### src/rtl/mem_stream_loader.sv
// mem_stream_loader
//   Write-side front end for a 256x8 style memory. After a start request it
//   accepts `count` bytes over a valid/ready stream and writes them to
//   consecutive addresses from `base_addr`, wrapping at the top of memory.
//   `done` pulses once when the load completes.
//
//   Optional feature, enabled by defining LOADER_VERIFY_EN: after the last
//   write the loaded range is read back through mem_d_o. The read-back sum is
//   compared with the sum of the accepted bytes, and `err` flags a mismatch.
//
// Ports:
//   clk, rst            clock, synchronous active-high reset
//   start               load request, honoured only while idle
//   base_addr, count    first address and byte count (0..2**ADDR_W),
//                       latched on an accepted start
//   in_valid, in_data   byte stream input
//   in_ready            stream ready; high throughout the write phase
//   mem_we, mem_addr,
//   mem_d_i             registered memory write port
//   mem_d_o             memory read data (verify feature only)
//   busy                high whenever the loader is not idle
//   done                one-cycle completion pulse
//   err                 verify mismatch, held until the next accepted start
module mem_stream_loader #(
    parameter int unsigned ADDR_W = 8,
    parameter int unsigned DATA_W = 8
) (
    input  logic              clk,
    input  logic              rst,
    input  logic              start,
    input  logic [ADDR_W-1:0] base_addr,
    input  logic [ADDR_W:0]   count,
    input  logic              in_valid,
    input  logic [DATA_W-1:0] in_data,
    output logic              in_ready,
    output logic              mem_we,
    output logic [ADDR_W-1:0] mem_addr,
    output logic [DATA_W-1:0] mem_d_i,
    input  logic [DATA_W-1:0] mem_d_o,
    output logic              busy,
    output logic              done,
    output logic              err
);

`ifdef LOADER_VERIFY_EN
    typedef enum logic [2:0] {StIdle, StWrite, StFlush, StDone, StVerify} state_e;
`else
    typedef enum logic [1:0] {StIdle, StWrite, StFlush, StDone} state_e;
`endif

    localparam logic [ADDR_W:0] RemOne = 1;

    state_e              state_q, state_d;
    logic [ADDR_W-1:0]   ptr_q;
    logic [ADDR_W:0]     rem_q;
    logic                mem_we_q;
    logic [ADDR_W-1:0]   mem_addr_q;
    logic [DATA_W-1:0]   mem_d_q;
    logic                hs;

    assign hs = in_valid & in_ready;

`ifdef LOADER_VERIFY_EN
    logic [DATA_W-1:0]   sum_q;
    logic [DATA_W-1:0]   vsum_q;
    logic [DATA_W-1:0]   vsum_nxt;
    logic [ADDR_W-1:0]   base_q;
    logic [ADDR_W:0]     cnt_q;
    logic                phase_q;
    logic                err_q;

    assign vsum_nxt = vsum_q + mem_d_o;
    assign err      = err_q;
`else
    logic unused_mem_d_o;
    assign unused_mem_d_o = ^mem_d_o;
    assign err            = 1'b0;
`endif

    // State register
    always_ff @(posedge clk) begin
        if (rst) begin
            state_q <= StIdle;
        end else begin
            state_q <= state_d;
        end
    end

    // Next-state logic
    always_comb begin
        state_d = state_q;
        unique case (state_q)
            // An empty load still passes through FLUSH so done keeps the same
            // two-cycle spacing from start as the final write does.
            StIdle:  if (start) state_d = (count == '0) ? StFlush : StWrite;
            StWrite: if (hs && rem_q == RemOne) state_d = StFlush;
`ifdef LOADER_VERIFY_EN
            StFlush: state_d = (cnt_q == '0) ? StDone : StVerify;
            StVerify: if (phase_q && rem_q == RemOne) state_d = StDone;
`else
            StFlush: state_d = StDone;
`endif
            StDone:  state_d = StIdle;
            default: state_d = StIdle;
        endcase
    end

    // Output logic
    always_comb begin
        in_ready = (state_q == StWrite);
        busy     = (state_q != StIdle);
        done     = (state_q == StDone);
    end

    assign mem_we   = mem_we_q;
    assign mem_addr = mem_addr_q;
    assign mem_d_i  = mem_d_q;

    // Datapath: pointer, remaining count and registered memory port
    always_ff @(posedge clk) begin
        if (rst) begin
            ptr_q      <= '0;
            rem_q      <= '0;
            mem_we_q   <= 1'b0;
            mem_addr_q <= '0;
            mem_d_q    <= '0;
`ifdef LOADER_VERIFY_EN
            sum_q      <= '0;
            vsum_q     <= '0;
            base_q     <= '0;
            cnt_q      <= '0;
            phase_q    <= 1'b0;
            err_q      <= 1'b0;
`endif
        end else begin
            mem_we_q <= 1'b0;
            unique case (state_q)
                StIdle: begin
                    if (start) begin
                        ptr_q <= base_addr;
                        rem_q <= count;
`ifdef LOADER_VERIFY_EN
                        base_q <= base_addr;
                        cnt_q  <= count;
                        sum_q  <= '0;
                        err_q  <= 1'b0;
`endif
                    end
                end
                StWrite: begin
                    if (hs) begin
                        mem_we_q   <= 1'b1;
                        mem_addr_q <= ptr_q;
                        mem_d_q    <= in_data;
                        ptr_q      <= ptr_q + 1'b1;
                        rem_q      <= rem_q - 1'b1;
`ifdef LOADER_VERIFY_EN
                        sum_q      <= sum_q + in_data;
`endif
                    end
                end
`ifdef LOADER_VERIFY_EN
                StFlush: begin
                    // Rewind for the read-back walk
                    if (cnt_q != '0) begin
                        ptr_q      <= base_q;
                        rem_q      <= cnt_q;
                        mem_addr_q <= base_q;
                        vsum_q     <= '0;
                        phase_q    <= 1'b0;
                    end
                end
                StVerify: begin
                    // Each address is held two cycles; the second cycle samples
                    // so a one-cycle registered read is also covered.
                    if (!phase_q) begin
                        phase_q <= 1'b1;
                    end else begin
                        phase_q    <= 1'b0;
                        vsum_q     <= vsum_nxt;
                        ptr_q      <= ptr_q + 1'b1;
                        mem_addr_q <= ptr_q + 1'b1;
                        rem_q      <= rem_q - 1'b1;
                        if (rem_q == RemOne) begin
                            err_q <= (vsum_nxt != sum_q);
                        end
                    end
                end
`else
                StFlush: begin
                end
`endif
                StDone: begin
                end
                default: begin
                end
            endcase
        end
    end

endmodule

### config.mk
export PLATFORM = sky130hd
export DESIGN_NAME = mem_stream_loader
export DESIGN_NICKNAME = d
export VERILOG_FILES = /design/src/rtl/mem_stream_loader.sv
export SDC_FILE = /design/constraint.sdc
export NUM_CORES = 1
export LEC_CHECK = 0
export BUFFER_PORTS_ARGS = -buffer_cell sky130_fd_sc_hd__buf_2
export CAP_MARGIN = 25
export CORE_MARGIN = 10
export CORE_UTILIZATION = 50
export DETAILED_ROUTE_END_ITERATION = 6
export GPL_TIMING_DRIVEN = 0
export HOLD_SLACK_MARGIN = 0.1
export PLACE_DENSITY = 0.78
export REMOVE_ABC_BUFFERS = 1
export SLEW_MARGIN = 30
export SYNTH_ARGS = -nofsm -noshare
export SYNTH_HDL_FRONTEND = slang
export SYNTH_SLANG_ARGS = --single-unit
### constraint.sdc
create_clock -name clk -period 3.91 [get_ports clk]
set_input_delay 0.1955 -clock clk [delete_from_list [all_inputs] [get_ports clk]]
set_output_delay 0.1955 -clock clk [all_outputs]
set_load 0.1 [all_outputs]
==> impl_results.md <==
- Outcome: completed
- Max Cap Viol: 0
- Largest cells by area after synthesis: dfxtp_1 (38%), nand2_1 (9.8%), a21oi_1 (9.3%), ha_1 (5.3%), o21ai_0 (4.3%)
- Final period util: 77.27%
- Startpoint Class: register
- Peak supply drop: between 0.0006 and 0.0007 V
- Clock tree buffer depth: 2
- Overflow after GRT: 0
- Synth Cell Area: between 0.0015 and 0.002 mm2
- PnR Total Power: about 0.0018 W
- TritonCTS Buffers: 5
- Number of synthesized flops with an enable pin: 0
- Netlist cell types: 48
- Fraction of registers with async set/reset: 0%
- Skew final: between 0.008 and 0.009 ns
- DRC errors left: 0
- Core Box Area: approximately 0.0036 mm2
- CP max FO: 34
- First-pass GRT wire length: 7507 um
- Mean Syn Cell Area: just under 8 um2
- Worst-Skew Late Latency: 0.28 ns
- Io pins: a little under 60
- Via count: 1787
- Final Critical Period: ~3.0 ns
- Hold_buf cts: 0
- Post-CTS setup repair buffer count: 0
- Leading area contributor after synthesis: dfxtp_1
- Vias in the first global route: about 1700
- Ys Warns: 0
- GRT Overall Usage: between 10% and 20%
- Sum Neg Setup Slack: 0 ns
- Area growth syn-to-layout: 18.25%
- Worst EP arrival: 3.22 ns
- Final Max Tran Viols: 0
- Critical path type: reg2reg
- Clock root buffer: clkbuf_8
- Post-synthesis sequential area ratio: 38.37%
- Die Wd: 81.29 um
- Max Freq: approximately 0.33 GHz
- Slowest-stage cell, CP: o21a_1
- CP Capture Type: register
- Cell with the most instances after synthesis: nand2_1
- WP data required: roughly 4.1 ns
- Layout cells sized above 1: between 20% and 30%
- PwrDens: between 800 and 900 mW/mm2
- Max incr delay on CP: about 0.7 ns
- Top_reg_cell synth: dfxtp_1
- Post-detailed-route count of antenna-violating nets: 0
- Die area: 0.006607 mm2
- Final core utilization: roughly three fifths
- CTS Sinks: 36
- Fillers: between 300 and 400
- Ant. Diodes: 0
- RSZ-0062 raised after global routing: no
- Post-DP HPWL: between 3000 and 4000 um
- Yosys reg bits: 36
- Hold Slack: 0.1488 ns
- Router iterations before antenna repair: 4
- Drt total wl: 4566 um
- Actual slew at the worst max-slew pin: around 0.76 ns
- Hold Crit Class: in2reg
- I/O Buffers: 48
- Via density: approximately 5.4
- H-tree levels: 2
- Share of Yosys cell area claimed by the top area cell type: about two fifths
- Worst rel slew slack: 49.28%
- Initial antenna violation count: 0
- Die H: about 81 um
- Row count: 22
- Syn Inst Count: 240
- Final net count: around 330
- Leak Pwr: 0.9141 nW
- Post-synth top cells: nand2_1 (49), dfxtp_1 (36), a21oi_1 (35), o21ai_0 (16), nor2_1 (10)
- Initial Util: 51.69%
- Detailed Route Iter0 Violations: 117
- Largest net degree at the start of global routing: 36
- Clk pin slew, worst setup/hold paths: approximately 0.080 ns
- Routability cong.: roughly 0.87
- Drt wl/cell: between 10 and 15 um
- Post-cts sizing count: 0
- Final Hold Viols: 0
- Crit-path cells: inv_1, ha_2, and2_1, o21a_1, nand2_1, o21ai_0
- Setup-failing EPs final: 0
- CTS tree: built
logic make-up after synthesis:
kind of cell	Yosys count	synth area share, %
buffers and inverters	25	5.795
DFF	36	38.37
adders and majority gates	8	5.330
muxes	2	1.133
and+or+nand+nor	93	25.18
AOI/OAI and AO/OA	75	23.98
other	1	0.1997
placed cells by master, fill, tap and decap left out, drive strengths merged, types with 2 or more instances in the layout:
master,n
inv,9
dfxtp,36
nor2,10
and2,2
clkbuf,5
or3,2
a211oi,2
nor2b,7
o21ai,17
buf,48
clkinv,2
a21oi,35
o2bb2ai,2
nand3,4
ha,8
nand2,49
a31oi,2
nor4b,4
nor3,3
o21a,3
nor4,4
o211ai,4
metrics by stage:
stage	area (um2)	setup WS (ns)	instances
after floorplan	1807	0.7368	225
after global placement	2107	0.6711	321
after detailed placement	2110	0.9791	321
after CTS	2221	0.8929	329
after global routing	2221	0.5807	329
final	2221	0.8886	329
state kept, by name, summed over array words and instances, names as in the netlist:
signal and count:
rem_q 9, mem_addr 8, mem_d_i 8, ptr_q 8
mem_we 1, state_q 2
final timing paths:
kind / startpoint / to / slack, ns / cells after the start
worst min-delay path: in_data[1] / mem_d_i[1] / 0.15 / 3
worst max register to register: state_q[1] / rem_q[8] / 0.89 / 6
worst min register to register: mem_d_i[1] / mem_d_i[1] / 0.45 / 2
worst max-delay path: state_q[1] / rem_q[8] / 0.89 / 6
routing by layer:
| layer | GRT usage [%] | part of all wire (%) | vias up |
|---|---|---|---|
| met2 | 23.22 | 47 | 57 |
| met5 | 0 | 0 | - |
| met1 | 16.11 | 44 | 812 |
| met4 | 5.017 | 1.2 | 0 |
| li1 | - | - | 913 |
| met3 | 4.525 | 8.2 | 5 |
critical path, delay by kind of cell (launching register included):
kind / cells / cell delay, ns
compound gates: 2 / 0.96
buf+inv: 1 / 0.10
flops: 1 / 0.34
fa+ha+maj: 1 / 0.58
simple gates: 2 / 0.93
layout make-up:
cell class                      count  area [um2]  area share (%)
Clock buffer                        5       68.82           3.099
Clock inverter                      3       42.54           1.915
Inverter                           10       37.54           1.690
Multi-Input combinational cell    179        1051           47.32
Sequential cell                    36       720.7           32.45
Tap cell                           48       60.06           2.704
Timing Repair Buffer               48       240.2           10.82
power by group:
part,total [W],switching (W),internal (W)
logic,0.000910,0.000625,0.000284
clock network,0.000321,0.000133,0.000189
registers,0.000572,0.000106,0.000466
total,0.00180,0.000864,0.000939
No activity file was read; power rests on OpenSTA's default activity.
